## src/rtl/wb_lcd_writer_if.sv

```systemverilog
// Request/status and Wishbone bus bundle for the LCD writer.
// The master modport is the writer's view; the slave modport is the view
// of whatever sits on the other side (control source plus LCD slave).
interface wb_lcd_writer_if;
  // control side
  logic        req_i;
  logic [15:0] value_i;
  logic [3:0]  extras_i;
  logic        busy_o;
  logic        done_o;
  logic        err_o;
  // Wishbone side
  logic [3:0]  wb_adr_o;
  logic [7:0]  wb_dat_o;
  logic        wb_we_o;
  logic        wb_cyc_o;
  logic        wb_stb_o;
  logic        wb_ack_i;

  modport master (
    input  req_i, value_i, extras_i, wb_ack_i,
    output busy_o, done_o, err_o,
    output wb_adr_o, wb_dat_o, wb_we_o, wb_cyc_o, wb_stb_o
  );

  modport slave (
    output req_i, value_i, extras_i, wb_ack_i,
    input  busy_o, done_o, err_o,
    input  wb_adr_o, wb_dat_o, wb_we_o, wb_cyc_o, wb_stb_o
  );
endinterface

```

## src/rtl/wb_lcd_writer.sv

```systemverilog
// Wishbone classic-cycle master that writes a 16-bit hex value as four
// seven-segment patterns (DIGIT0..DIGIT3) followed by the colon/decimal-point
// flags (EXTRAS) into the LCD register slave. Every write is separated by a
// one-cycle gap so the slave sees a fresh strobe edge; each strobe phase is
// guarded by an ack timeout that aborts the whole sequence.
module wb_lcd_writer #(
  parameter int TIMEOUT = 15  // legal 2..255
) (
  input  logic            wb_clk_i,
  input  logic            wb_rst_i,
  wb_lcd_writer_if.master bus
);

  localparam logic [1:0] S_IDLE   = 2'd0;
  localparam logic [1:0] S_STROBE = 2'd1;
  localparam logic [1:0] S_GAP    = 2'd2;
  localparam logic [1:0] S_FINISH = 2'd3;

  localparam logic [2:0] LAST_IDX  = 3'd4;
  localparam logic [7:0] CNT_LIMIT = 8'(TIMEOUT - 1);

  // sequencing state
  logic [1:0]  state_q, state_d;
  logic [2:0]  idx_q, idx_d;
  logic [15:0] val_q, val_d;
  logic [3:0]  ext_q, ext_d;
  logic [7:0]  cnt_q, cnt_d;

  // registered outputs (we/stb share the cyc flop: they are always equal)
  logic        cyc_q, cyc_d;
  logic [3:0]  adr_q, adr_d;
  logic [7:0]  dat_q, dat_d;
  logic        busy_q, busy_d;
  logic        done_q, done_d;
  logic        err_q, err_d;

  logic [3:0]  nib;
  logic        strobe_next;
  logic        gap_next;

  // Hex nibble to segments, bit order {dp,g,f,e,d,c,b,a}, dp always off.
  function automatic logic [7:0] seg7(input logic [3:0] n);
    logic [7:0] s;
    case (n)
      4'h0: s = 8'h3F;
      4'h1: s = 8'h06;
      4'h2: s = 8'h5B;
      4'h3: s = 8'h4F;
      4'h4: s = 8'h66;
      4'h5: s = 8'h6D;
      4'h6: s = 8'h7D;
      4'h7: s = 8'h07;
      4'h8: s = 8'h7F;
      4'h9: s = 8'h6F;
      4'hA: s = 8'h77;
      4'hB: s = 8'h7C;
      4'hC: s = 8'h39;
      4'hD: s = 8'h5E;
      4'hE: s = 8'h79;
      default: s = 8'h71;
    endcase
    return s;
  endfunction

  // Sequencer: accept, strobe/ack, gap, finish, and the per-strobe timeout.
  always_comb begin
    state_d = state_q;
    idx_d   = idx_q;
    val_d   = val_q;
    ext_d   = ext_q;
    cnt_d   = cnt_q;
    err_d   = 1'b0;
    case (state_q)
      S_IDLE: begin
        if (bus.req_i) begin
          val_d   = bus.value_i;
          ext_d   = bus.extras_i;
          idx_d   = 3'd0;
          cnt_d   = 8'd0;
          state_d = S_STROBE;
        end
      end
      S_STROBE: begin
        // ack is checked first so an ack on the limit cycle still wins
        if (bus.wb_ack_i) begin
          if (idx_q == LAST_IDX) begin
            state_d = S_FINISH;
          end else begin
            state_d = S_GAP;
            idx_d   = idx_q + 3'd1;
          end
        end else if (cnt_q == CNT_LIMIT) begin
          state_d = S_IDLE;
          err_d   = 1'b1;
        end else begin
          cnt_d = cnt_q + 8'd1;
        end
      end
      S_GAP: begin
        state_d = S_STROBE;
        cnt_d   = 8'd0;
      end
      S_FINISH: begin
        state_d = S_IDLE;
      end
      default: begin
        state_d = S_IDLE;
      end
    endcase
  end

  // Pick the latched nibble that the next digit write will display.
  always_comb begin
    nib = val_d[3:0];
    case (idx_d)
      3'd1:    nib = val_d[7:4];
      3'd2:    nib = val_d[11:8];
      3'd3:    nib = val_d[15:12];
      default: nib = val_d[3:0];
    endcase
  end

  // Output values for the coming cycle, decoded from the next state so the
  // bus and status pins come straight off flops.
  always_comb begin
    strobe_next = (state_d == S_STROBE);
    gap_next    = (state_d == S_GAP);
    cyc_d       = strobe_next;
    busy_d      = strobe_next | gap_next;
    done_d      = (state_d == S_FINISH);
    adr_d       = 4'd0;
    dat_d       = 8'd0;
    if (strobe_next) begin
      adr_d = {1'b0, idx_d};
      if (idx_d == LAST_IDX) begin
        dat_d = {4'b0000, ext_d};
      end else begin
        dat_d = seg7(nib);
      end
    end
  end

  // State and output registers; reset drops the bus immediately.
  always_ff @(posedge wb_clk_i or posedge wb_rst_i) begin
    if (wb_rst_i) begin
      state_q <= S_IDLE;
      idx_q   <= 3'd0;
      val_q   <= 16'd0;
      ext_q   <= 4'd0;
      cnt_q   <= 8'd0;
      cyc_q   <= 1'b0;
      adr_q   <= 4'd0;
      dat_q   <= 8'd0;
      busy_q  <= 1'b0;
      done_q  <= 1'b0;
      err_q   <= 1'b0;
    end else begin
      state_q <= state_d;
      idx_q   <= idx_d;
      val_q   <= val_d;
      ext_q   <= ext_d;
      cnt_q   <= cnt_d;
      cyc_q   <= cyc_d;
      adr_q   <= adr_d;
      dat_q   <= dat_d;
      busy_q  <= busy_d;
      done_q  <= done_d;
      err_q   <= err_d;
    end
  end

  assign bus.wb_cyc_o = cyc_q;
  assign bus.wb_stb_o = cyc_q;
  assign bus.wb_we_o  = cyc_q;
  assign bus.wb_adr_o = adr_q;
  assign bus.wb_dat_o = dat_q;
  assign bus.busy_o   = busy_q;
  assign bus.done_o   = done_q;
  assign bus.err_o    = err_q;

endmodule

```

## src/flat_wrapper.sv

```systemverilog
// flat-port wrapper written by rule: the top's interface ports become plain ports
module wb_lcd_writer_flat 
#(
  parameter int TIMEOUT = 15                 
)
  (wb_clk_i, wb_rst_i, bus_req_i, bus_value_i, bus_extras_i, bus_wb_ack_i, bus_busy_o, bus_done_o, bus_err_o, bus_wb_adr_o, bus_wb_dat_o, bus_wb_we_o, bus_wb_cyc_o, bus_wb_stb_o);
  wb_lcd_writer_if bus_i ();
  input  logic wb_clk_i;
  input  logic wb_rst_i;
  input wire logic [$bits(bus_i.req_i)-1:0] bus_req_i;
  input wire logic [$bits(bus_i.value_i)-1:0] bus_value_i;
  input wire logic [$bits(bus_i.extras_i)-1:0] bus_extras_i;
  input wire logic [$bits(bus_i.wb_ack_i)-1:0] bus_wb_ack_i;
  output wire logic [$bits(bus_i.busy_o)-1:0] bus_busy_o;
  output wire logic [$bits(bus_i.done_o)-1:0] bus_done_o;
  output wire logic [$bits(bus_i.err_o)-1:0] bus_err_o;
  output wire logic [$bits(bus_i.wb_adr_o)-1:0] bus_wb_adr_o;
  output wire logic [$bits(bus_i.wb_dat_o)-1:0] bus_wb_dat_o;
  output wire logic [$bits(bus_i.wb_we_o)-1:0] bus_wb_we_o;
  output wire logic [$bits(bus_i.wb_cyc_o)-1:0] bus_wb_cyc_o;
  output wire logic [$bits(bus_i.wb_stb_o)-1:0] bus_wb_stb_o;
  assign bus_i.req_i = bus_req_i;
  assign bus_i.value_i = bus_value_i;
  assign bus_i.extras_i = bus_extras_i;
  assign bus_i.wb_ack_i = bus_wb_ack_i;
  assign bus_busy_o = bus_i.busy_o;
  assign bus_done_o = bus_i.done_o;
  assign bus_err_o = bus_i.err_o;
  assign bus_wb_adr_o = bus_i.wb_adr_o;
  assign bus_wb_dat_o = bus_i.wb_dat_o;
  assign bus_wb_we_o = bus_i.wb_we_o;
  assign bus_wb_cyc_o = bus_i.wb_cyc_o;
  assign bus_wb_stb_o = bus_i.wb_stb_o;
  wb_lcd_writer #(.TIMEOUT(TIMEOUT)) u_core (.wb_clk_i(wb_clk_i), .wb_rst_i(wb_rst_i), .bus(bus_i));
endmodule
```

## config.mk

```make
export PLATFORM = sky130hd
export DESIGN_NAME = wb_lcd_writer_flat
export DESIGN_NICKNAME = d
export VERILOG_FILES = /design/src/rtl/wb_lcd_writer_if.sv /design/src/rtl/wb_lcd_writer.sv /design/src/flat_wrapper.sv
export SDC_FILE = /design/constraint.sdc
export NUM_CORES = 1
export LEC_CHECK = 0
export BUFFER_PORTS_ARGS = -buffer_cell sky130_fd_sc_hd__buf_2
export CORE_MARGIN = 2
export CORE_UTILIZATION = 45
export DETAILED_ROUTE_END_ITERATION = 8
export GPL_TIMING_DRIVEN = 0
export PLACE_DENSITY = 0.69
export REMOVE_ABC_BUFFERS = 1
export SLEW_MARGIN = 20
export SYNTH_ARGS = -nofsm -noshare
export SYNTH_HDL_FRONTEND = slang
export SYNTH_SLANG_ARGS = --single-unit
export TNS_END_PERCENT = 10
```

## constraint.sdc

```tcl
create_clock -name wb_clk_i -period 3.1 [get_ports wb_clk_i]
set_input_delay 0.31 -clock wb_clk_i [delete_from_list [all_inputs] [get_ports wb_clk_i]]
set_output_delay 0.31 -clock wb_clk_i [all_outputs]
set_load 0.005 [all_outputs]
```

* Word-level counts from Yosys, hierarchy flattened
Memories as Yosys holds them, arrays and structs flattened.
Index checks and enable logic that the tools add are counted.
** Word-level totals
- Bits in registers :: 48
- ROM bits :: 112
- Bits of input ports :: 24
- Output and inout bits :: 18
- Word-level logic and storage cells :: 57
- Memories :: 1
** Memory list
- (no name shown) :: depth 16, bits a word 7, rd ports 1, clocked after Yosys merged registers in 0, write ports 0, RTL line wb_lcd_writer.sv:44 : case (n)
** Cells by class
- Add/sub/neg operators :: 2
- Eq/ne operators :: 15
- Multiplexer cells :: 24
- Bitwise gates (word level) :: 1
- Reductions and logical operators :: 3
** Operators with widths (number)
- 8-bit 2-to-1 mux :: 5
- 16-bit 2-to-1 mux :: 2
- 8-bit case mux with 3 select lines :: 1
- 3-bit 2-to-1 mux :: 4
- 4-bit case mux with 3 select lines :: 1
- 8-bit by 1-bit adder with 8-bit output (second input constant) :: 1
- 2-bit == test (second input constant) :: 4
- 8-bit by 4-bit == test with 1-bit output (second input constant) :: 1
- 4-bit 2-to-1 mux :: 2
- 2-bit case mux with 4 select lines :: 1
- 3-bit by 2-bit == test with 1-bit output (second input constant) :: 2
- 3-bit == test (second input constant) :: 2
- 2-bit 2-to-1 mux :: 3
- 2-bit inequality test (second input constant) :: 3
- 3-bit case mux with 2 select lines :: 1
- 2-bit by 1-bit == test with 1-bit output (second input constant) :: 2
- 1-bit 2-to-1 mux :: 4
- 4-bit AND reduction :: 1
- 3-bit by 1-bit adder with 3-bit output (second input constant) :: 1
- 3-bit by 1-bit == test with 1-bit output (second input constant) :: 1
- 3-bit nonzero test :: 1
- 2-bit zero test :: 1
- 1-bit OR :: 1

* Depth between registers and ports, before layout
Gate-level depths: netlist (run 1).
An unclocked memory read counts as a cell.
- Word-level depth :: 9
- Mapped depth :: 14

* Least setup slack after synthesis (run 1)
OpenSTA, ideal clock, no wires.
- Path kind :: flip-flop to flip-flop
- From :: reg u_core.state_q[0]
- To :: reg u_core.dat_q[0] (netlist: u_core.bus.wb_dat_o[0])
- Library setup time :: 69 ps
- Arrival time :: 3091 ps
- Data required time :: 3031 ps
- Path slack :: -60 ps
- Stages on the path, launching flop included :: 13
- Path buffers :: 3
- Clock period less this slack :: 3160 ps
- Cell sequence :: dfrtp_1 -> buf_6 -> nor3b_1 -> buf_2 -> clkbuf_1 -> nand2_1 -> nand2_1 -> mux2i_1 -> a221oi_1 -> inv_1 -> ha_1 -> or4_1 -> nand3_1
** On the way
- Elaborated cells on any way between the ends :: 20
** RTL lines
- start: declaration :: RTL line wb_lcd_writer.sv:23 : logic [1:0] state_q, state_d;
- start signal: assignment :: RTL line wb_lcd_writer.sv:158 : state_q <= state_d;
- 2-bit zero test :: RTL line wb_lcd_writer.sv:73 : case (state_q)
- 16-bit 2-to-1 mux :: RTL line wb_lcd_writer.sv:73
- net u_core.val_d[13] :: RTL line wb_lcd_writer.sv:25 : logic [15:0] val_q, val_d;
- 4-bit case mux with 3 select lines :: RTL line wb_lcd_writer.sv:115 : case (idx_d)
- memory 16 x 7 bit
- 8-bit 2-to-1 mux :: RTL line wb_lcd_writer.sv:135 : if (idx_d == LAST_IDX) begin
- 8-bit 2-to-1 mux :: RTL line wb_lcd_writer.sv:133 : if (strobe_next) begin
- net u_core.dat_d[0] :: RTL line wb_lcd_writer.sv:32 : logic [7:0] dat_q, dat_d;
- end signal: assignment :: RTL line wb_lcd_writer.sv:165 : dat_q <= dat_d;
- end: declaration :: RTL line wb_lcd_writer.sv:32
The timed path passes the listed nets, and every way through them passes these cells.
A chain may end at the register's enable or synchronous reset.

* Final worst setup path (run 1)
- From :: reg u_core.state_q[1]
- To :: reg u_core.dat_q[2] (netlist: u_core.bus.wb_dat_o[2])
The elaborated chain is that of the path after synthesis.

==> reports/qor.yml, run 1 <==
cp.arrival_ns: 3.14
vias: 1871
yosysWarnings: 0
ff2ff_setup_slack_ns: 0.16
min_path_cells: 3
fp-row-count: 27
layout_common_cells: "nand2_1 (44), dfrtp_1 (44), buf_2 (39)"
drive_above_1_share: 0.2862
max-cap-violations: 0
path_delay_family: "simple AND/OR/NAND/NOR gates"
initial_core_util: 0.4581
place_area_mm2: 0.002734
n_fill_cell: 475
synthFlopType: "dfrtp_1"
finalHoldViolations: 0
grt_pass1_vias: 1844
cts_made_buffers: 5
die-area_mm2: 0.006112
cp-end-kind: "register"
total_power_mw: 3.302
h-tree-depth: 2
core_mm2: 0.005405
worstPathCellList: "nor3b_4, buf_6, mux2_2, or3_1, a21oi_1, a211oi_4, or2_1, or3b_1, and4_1"
dp_hpwl_um: 3571
drv_slew: 0
drc: 0
fin_crit_ns: 2.945
die_h_um: 78.18
place_inst: 350
tightest_slew_ns: 0.9985
hold_class: "in -> reg"
yosysTopAreaCell: "dfrtp_1"
power_leakage_nw: 1.487
slew_headroom: 0.3273
yosysUniqueCellTypes: 55
async_flop_share: 1.000
die_w_um: 78.18
yosysSeqAreaShare: 0.4750
synth_area_mm2: 0.002476
first_pass_iters: 4
max_freq_mhz: 339.6
ir_worst_vdd_uv: 558.9
power_density_mw_per_mm2: 1104
critPathRequiredTime_ns: 3.29
finalSetupViolCount: 0
nets: 333
wl_um: 5071
min_from: "bus_value_i[14]"
worstPathMaxFanout: 11
syn_avg_cell_area_um2: 10.07
critPathSlowestCell: "dfrtp_2"
grt_pass1_wl_um: 8562
cts_num_sinks: 47
antenna_cells: 0
ctsLongestPathBuffers: 2
syn_to_final_growth_pct: 20.77
yosys_register_bits: 47
synth_top_cell_area_share: 0.4750
rr_startpoint: "u_core.state_q[1]"
drtIter0Drc: 80
netlist_top_cells_area: "dfrtp_1 (47%), nand2_1 (6.7%), ha_1 (6.6%), mux2i_1 (3.6%), nor2_1 (3.3%)"
syn_inst: 246
critPathBufInv: 1
grt_antenna_before_repair: 0
avgViaCountPerCell: 5.070
hold_end: "u_core.val_q[14]"
cp_slowest_stage_delay_ns: 0.47
postRouteAntennaNets: 0
synth_edf_count: 0
io_buffers: 39
clock_latency_ns: 0.31
r2r_cells: 9
cts_tree: "built"
grt-ovfl-total: 0
critPathKind: "reg -> reg"
place.gp.congestion: 0.7659
r2r-end: "u_core.bus.wb_dat_o[2]"
final_area_mm2: 0.002990
grt_max_degree: 32
start_kind: "register"
skew_ns: 0.009775
fin_cells: 369
globalRouteTotalUtil: 0.1758
period_share: 0.9500
path_clk_slew_ns: 0.10
ios: 42
routedWlPerCell_um: 13.74
outcome: "completed"
ctsRootBufferMaster: "clkbuf_8"
## flip-flops by register name (all words and copies together) (netlist names)
| register | flops |
|---|---|
| u_core.val_q | 16 |
| u_core.cnt_q | 8 |
| u_core.bus.wb_dat_o | 7 |
| u_core.ext_q | 4 |
| u_core.bus.wb_adr_o | 3 |
| u_core.idx_q | 3 |
| u_core.state_q | 2 |
| u_core.bus.busy_o | 1 |
| u_core.bus.done_o | 1 |
| u_core.bus.err_o | 1 |
| u_core.bus.wb_cyc_o | 1 |
## cell usage after synthesis (5+ instances only)
master and n:
buf_4 5, dfrtp_1 47, ha_1 13, inv_1 13
mux2i_1 9, nand2_1 44, nand3_1 10, nor2_1 22
o21ai_0 5, xor2_1 5
## report_power, final
part	internal (mW)	switching (mW)	total, mW
registers	0.852	0.118	0.970
logic	0.861	1.10	1.96
clock network	0.157	0.214	0.371
total	1.87	1.43	3.30
## timing repair
action | CTS | global route
gates cloned | 0 | 0
buffers inserted | 3 | 7
hold buffers | 1 | 0
hold endpoints to repair | 16 | 0
gates resized for setup | 8 | 9
setup endpoints to repair | 7 | 4
pin swaps | 3 | 4
## cells by family (layout without fill, tap and decap cells)
| kind of cell | Yosys count | in the layout | synth area share |
|---|---|---|---|
| adder cells (fa/ha/maj) | 13 | 13 | 0.06569 |
| AND/OR/NAND/NOR | 107 | 107 | 0.2072 |
| buffers and inverters | 26 | 76 | 0.05255 |
| multiplexers | 17 | 17 | 0.07377 |
| AO/OA/AOI/OAI | 29 | 29 | 0.1031 |
| flip-flops | 47 | 47 | 0.4750 |
| XOR/XNOR | 6 | 6 | 0.02122 |
| other | 1 | 2 | 0.001514 |
## worst max-delay path by stage
stage / end / startpoint / depth (start not counted)
after global routing: u_core.bus.wb_dat_o[0] / u_core.idx_q[0] / 12
after detailed placement: u_core.bus.wb_dat_o[0] / u_core.state_q[0] / 9
after global placement: u_core.bus.wb_dat_o[0] / u_core.state_q[0] / 10
after floorplan: u_core.bus.wb_dat_o[0] / u_core.state_q[0] / 10
final: u_core.bus.wb_dat_o[2] / u_core.state_q[1] / 9
after CTS: u_core.bus.wb_dat_o[0] / u_core.state_q[1] / 9
## layer usage
metal | share of wire | GRT usage | up-vias
met5 | 0 | 0 | -
met4 | 0.014 | 0.06140 | 0
met3 | 0.046 | 0.03908 | 8
met2 | 0.48 | 0.2940 | 47
met1 | 0.46 | 0.2255 | 884
li1 | - | - | 932
## through the flow
step,util,TNS (ns),hold WS [ns],setup WS [ns]
after floorplan,-,-5.714,0.3834,-0.9798
after global placement,0.4984,-14.80,0.4525,-2.045
after CTS,0.5375,-0.01062,0.1850,-0.01062
after detailed placement,0.5058,-4.263,0.3119,-0.7632
final,0.5532,0,0.1961,0.1552
after global routing,0.5532,-0.009489,0.2180,-0.009489
## cell type report
class,instances,area [µm²],share of cell area
Multi-Input combinational cell,174,1254,0.4192
Sequential cell,47,1180,0.3946
Timing Repair Buffer,53,319.1,0.1067
Tap cell,72,90.09,0.03013
Clock buffer,5,68.82,0.02301
Inverter,15,58.81,0.01967
Clock inverter,3,20.02,0.006695
## worst reg2reg max path: cells and delay by family, from the launching register on
family	cells	cell delay, ns
flip-flops	1	0.47
AO/OA/AOI/OAI	2	0.36
AND/OR/NAND/NOR	5	1.45
multiplexers	1	0.35
buffers and inverters	1	0.20
Note: power is estimated with default switching activity, not from simulation.
==> run 2: changes to the inputs <==
Settings changed: PLACE_DENSITY 0.69 to 0.78.
==> reports/qor.yml, run 2 (synthesis results as in run 1) <==
cp.arrival_ns: 3.16  # +0.02 ns
place.gp.congestion: 0.8129  # +6.1%
grt_pass1_wl_um: 8597  # +0.41%
power_leakage_nw: 1.494  # +0.51%
start_kind: "register"
ctsLongestPathBuffers: 2  # unchanged
worstPathCellList: "nor3b_4, buf_6, mux2_2, or3_1, a21oi_1, a211oi_4, or2_1, or3b_1, and4_1"
critPathKind: "reg -> reg"
hold_class: "in -> reg"
tightest_slew_ns: 0.4961  # -0.5024 ns
fp-row-count: 27  # unchanged
max-cap-violations: 0  # unchanged
cts_tree: "built"
h-tree-depth: 2  # unchanged
n_fill_cell: 490  # +3.2%
grt_antenna_before_repair: 0  # unchanged
finalSetupViolCount: 0  # unchanged
regMostFlops: "u_core.val_q"
vias: 1917  # +2.5%
routedWlPerCell_um: 14.60  # +6.3%
skew_ns: 0.01044  # +0.0006662 ns
final_area_mm2: 0.002997  # +0.21%
ir_worst_vdd_uv: 642.5  # +15%
power_density_mw_per_mm2: 1138  # +3.1%
worstPathMaxFanout: 11  # unchanged
cp_slowest_stage_delay_ns: 0.49  # +0.02 ns
cts_num_sinks: 47  # unchanged
utilization: 0.5544  # +0.001157
grt-ovfl-total: 0  # unchanged
drtIter0Drc: 88  # +10%
rsz0062_at_grt: "no"
die-area_mm2: 0.006112  # unchanged
ios: 42  # unchanged
die_h_um: 78.18  # unchanged
drc: 0  # unchanged
drv_slew: 0  # unchanged
globalRouteTotalUtil: 0.1793  # +0.003458
dp_hpwl_um: 3697  # +3.5%
grt_max_degree: 36  # +13%
drive_above_1_share: 0.2823  # -0.003882
holdWs_ns: 0.2051  # +0.009037 ns
max_freq_mhz: 337.0  # -0.75%
clock_latency_ns: 0.30  # about the same
die_w_um: 78.18  # unchanged
critPathSlowestCell: "dfrtp_2"
avgViaCountPerCell: 5.238  # +3.3%
first_pass_iters: 6  # +2
period_share: 0.9571  # +0.007184
grt_pass1_vias: 1865  # +1.1%
postRouteAntennaNets: 0  # unchanged
ctsRootBufferMaster: "clkbuf_8"
layout_common_cells: "nand2_1 (44), dfrtp_1 (44), buf_2 (39)"
cts_made_buffers: 5  # unchanged
io_buffers: 39  # unchanged
core_mm2: 0.005405  # unchanged
largest_reg_flops: 16  # unchanged
wl_um: 5345  # +5.4%
rr_startpoint: "u_core.state_q[0]"
place_area_mm2: 0.002734  # unchanged
nets: 330  # -0.90%
path_clk_slew_ns: 0.09  # about the same
total_power_mw: 3.410  # +3.3%
fin_crit_ns: 2.967  # +0.02227 ns
setup.worst_path.start: "u_core.state_q[0]"
antenna_cells: 0  # unchanged
critPathRequiredTime_ns: 3.29  # about the same
slew_headroom: 0.6681  # +0.3408
initial_core_util: 0.4581  # unchanged
finalHoldViolations: 0  # unchanged
cp-end-kind: "register"
syn_to_final_growth_pct: 21.02
min_from: "bus_value_i[14]"
outcome: "completed"
==> run 2: cell types whose count changed in the layout (fill, tap and decap cells not counted), sizes merged <==
cell      previous run  this run
clkinvlp             2         0
bufinv               0         1
buf                 52        49
clkbuf               5         6
==> run 2: cell type report <==
| type | instances | area, µm² | share of cell area |
|---|---|---|---|
| clock buffer | 6 | 82.58 | 0.02756 |
| clock inverter | 2 | 35.03 | 0.01169 |
| inverter | 15 | 58.81 | 0.01962 |
| multi-input combinational | 174 | 1254 | 0.4184 |
| sequential | 47 | 1180 | 0.3937 |
| tap | 72 | 90.09 | 0.03006 |
| timing repair buffer | 50 | 296.5 | 0.09896 |
==> run 2: path summary, 6_finish.rpt <==
check	endpoint	slack, ns	depth (start not counted)
setup / recovery	u_core.bus.wb_dat_o[2]	0.13	9
min in group asynchronous	u_core.bus.wb_dat_o[5]	0.49	3
hold / removal	u_core.val_q[14]	0.21	3
hold reg to reg	u_core.val_q[13]	0.49	2
max in group asynchronous	u_core.idx_q[0]	2.13	4
setup reg to reg	u_core.bus.wb_dat_o[2]	0.13	9
==> run 2: timing repair <==
| action | CTS | global route |
|---|---|---|
| hold buffers | 1 | 0 |
| endpoints found under the hold margin | 12 | 0 |
| buffers inserted | 5 | 2 |
| gates resized for setup | 7 | 12 |
| pin swaps | 3 | 2 |
| setup endpoints to repair | 7 | 5 |
==> run 2: per-layer routing <==
metal,wire [µm],GRT usage
met1,2280,0.2211
met2,2711,0.2957
met3,256,0.05172
met4,95,0.07368
met5,0,0
==> run 2: power by group <==
part | internal (mW) | leakage [nW] | switching [mW] | total (mW)
clock | 0.261 | 0.0612 | 0.209 | 0.470
sequential | 0.853 | 0.596 | 0.119 | 0.972
combinational | 0.842 | 0.837 | 1.13 | 1.97
==> run 2: metrics by stage <==
step / TNS (ns) / worst slack [ns] / std cells
final: 0 / 0.1329 / 366
after global routing: 0 / 0.008368 / 366
after CTS: 0 / 0.03003 / 364
after detailed placement: -3.871 / -0.6888 / 350
after global placement: -14.48 / -2.038 / 347
after floorplan: -5.714 / -0.9798 / 236
==> run 2: critical path, delay by kind of cell (launching register included) <==
family | cells | cell delay [ns]
simple gates | 5 | 1.45
flops | 1 | 0.49
mux | 1 | 0.35
compound gates | 2 | 0.35
buf+inv | 1 | 0.20
==> run 3: changes to the inputs <==
Settings changed: PLACE_DENSITY 0.78 to 0.68.
==> reports/qor.yml, run 3 (synthesis results as in run 1) <==
outcome: "completed"
hold_buffers: 0  # -1
slew_headroom: 0.3821  # -0.2859
holdWs_ns: 0.01766  # -0.1874 ns
drv_slew: 0  # unchanged
finalSetupViolCount: 0  # unchanged
drtIter0Drc: 48  # -45%
cts_tree: "built"
globalRouteTotalUtil: 0.1761  # -0.003167
fin_crit_ns: 2.981  # +0.01406 ns
grt-ovfl-total: 0  # unchanged
h-tree-depth: 2  # unchanged
clkPwrFrac: 0.110  # -0.028
grt_pass1_vias: 1772  # -5.0%
cts_made_buffers: 5  # unchanged
first_pass_iters: 5  # -1
path_clk_slew_ns: 0.08  # about the same
crit_path_frequent_cell: "buf_4"
largest_reg_flops: 16  # unchanged
worstPathCellList: "inv_1, ha_1, and2_1, a221oi_4, buf_4, buf_4, or3_1, a21oi_1, a211oi_4, or2_1, or3b_1, and4_1"
fp-row-count: 27  # unchanged
seq_power_share: 0.303  # +0.018
io_buffers: 39  # unchanged
core_mm2: 0.005405  # unchanged
die_w_um: 78.18  # unchanged
ctsRootBufferMaster: "clkbuf_8"
postRouteAntennaNets: 0  # unchanged
power_leakage_nw: 1.467  # -1.8%
ctsLongestPathBuffers: 2  # unchanged
drc: 0  # unchanged
syn_to_final_growth_pct: 18.65
path_delay_family: "simple AND/OR/NAND/NOR gates"
intPower_mw: 1.840  # -6.0%
grt_antenna_before_repair: 0  # unchanged
regMostFlops: "u_core.val_q"
hold_class: "in -> async"
max-cap-violations: 0  # unchanged
skew_ns: 0.004819  # -0.005622 ns
die-area_mm2: 0.006112  # unchanged
tightest_slew_ns: 0.9171  # +0.4210 ns
dp_hpwl_um: 3508  # -5.1%
total_power_mw: 3.220  # -5.6%
max_freq_mhz: 335.4  # -0.47%
drive_above_1_share: 0.2799  # -0.002449
initial_core_util: 0.4581  # unchanged
grt_pass1_wl_um: 8459  # -1.6%
critPathSlowestCell: "dfrtp_2"
ios: 42  # unchanged
routedWlPerCell_um: 13.68  # -6.3%
grt_max_degree: 28  # -22%
critPathRequiredTime_ns: 3.28  # about the same
power_density_mw_per_mm2: 1096  # -3.7%
layout_commonest_cell: "nand2_1"
period_share: 0.9617  # +0.004536
critPathBufInv: 3  # +2
layout_common_cells: "nand2_1 (44), dfrtp_1 (43), buf_2 (39)"
cp-end-kind: "register"
switching_share: 0.4287  # +0.002479
p_comb_frac: 0.587  # +0.010
die_h_um: 78.18  # unchanged
switchingPower_mw: 1.381  # -5.0%
critPathKind: "reg -> reg"
antenna_cells: 0  # unchanged
ir_worst_vdd_uv: 632.0  # -1.6%
place_ws_ns: -0.6778  # +0.01099 ns
cts_num_sinks: 47  # unchanged
worstPathMaxFanout: 10  # -1
avgViaCountPerCell: 5.041  # -3.8%
finalSetupTns_ns: 0  # unchanged
nets: 329  # -0.30%
finalHoldViolations: 0  # unchanged
setup_ws_ns: 0.1188  # -0.01406 ns
cp_slowest_stage_delay_ns: 0.42  # -0.07 ns
start_kind: "register"
clock_latency_ns: 0.30  # about the same
cp.arrival_ns: 3.17  # about the same
vias: 1840  # -4.0%
wl_um: 4994  # -6.6%
utilization: 0.5435  # -0.01088
place.gp.congestion: 0.8372  # +3.0%
-- run 3: changes by cell type in the layout (fill, tap and decap cells not counted), sizes merged --
cell | before | now
bufinv | 1 | 0
clkbuf | 6 | 7
dlygate4sd3 | 1 | 0
-- run 3: worst paths after layout --
kind | cells past startpoint | endpoint | slack [ns] | from
max | 12 | u_core.bus.wb_dat_o[2] | 0.12 | u_core.idx_q[0]
min | 2 | u_core.cnt_q[0] | 0.02 | wb_rst_i
max reg2reg | 12 | u_core.bus.wb_dat_o[2] | 0.12 | u_core.idx_q[0]
min reg2reg | 2 | u_core.val_q[6] | 0.48 | u_core.val_q[6]
max in group asynchronous | 3 | u_core.idx_q[1] | 2.58 | wb_rst_i
min in group wb_clk_i | 3 | u_core.val_q[14] | 0.20 | bus_value_i[14]
-- run 3: cell type report --
class | count | area (µm²)
sequential | 47 | 1181
clock inverter | 1 | 5.005
clock buffer | 7 | 76.32
inverter | 15 | 58.81
tap | 72 | 90.09
fill | 518 | 2467
multi-input combinational | 174 | 1244
timing repair buffer | 49 | 282.8
-- run 3: routing by layer --
metal / GRT usage / vias up / wire length [µm]
met5: 0 / - / 0
met3: 0.03908 / 7 / 189
met2: 0.2922 / 37 / 2485
li1: - / 925 / -
met1: 0.2317 / 871 / 2249
met4: 0.05263 / 0 / 70
-- run 3: timing repair --
action / CTS / global route
gates resized for setup: 5 / 11
setup buffers: 3 / 4
endpoints found under the setup margin: 7 / 7
pin swaps: 3 / 3
-- run 3: per-stage QoR --
stage | instance area, µm² | cells
after floorplan | 2409 | 236
after global placement | 2694 | 347
after detailed placement | 2734 | 350
after CTS | 2868 | 361
after global routing | 2938 | 365
final | 2938 | 365
-- run 3: power by group through the flow --
stage	logic, mW	registers [mW]	clock network [mW]
4_1_cts	1.82	0.964	0.370
2_1_floorplan	1.28	0.958	0
3_3_place_gp	1.66	0.966	0
6_report	1.89	0.977	0.355
5_1_grt	2.13	1.01	0.398
3_5_place_dp	1.69	0.973	0
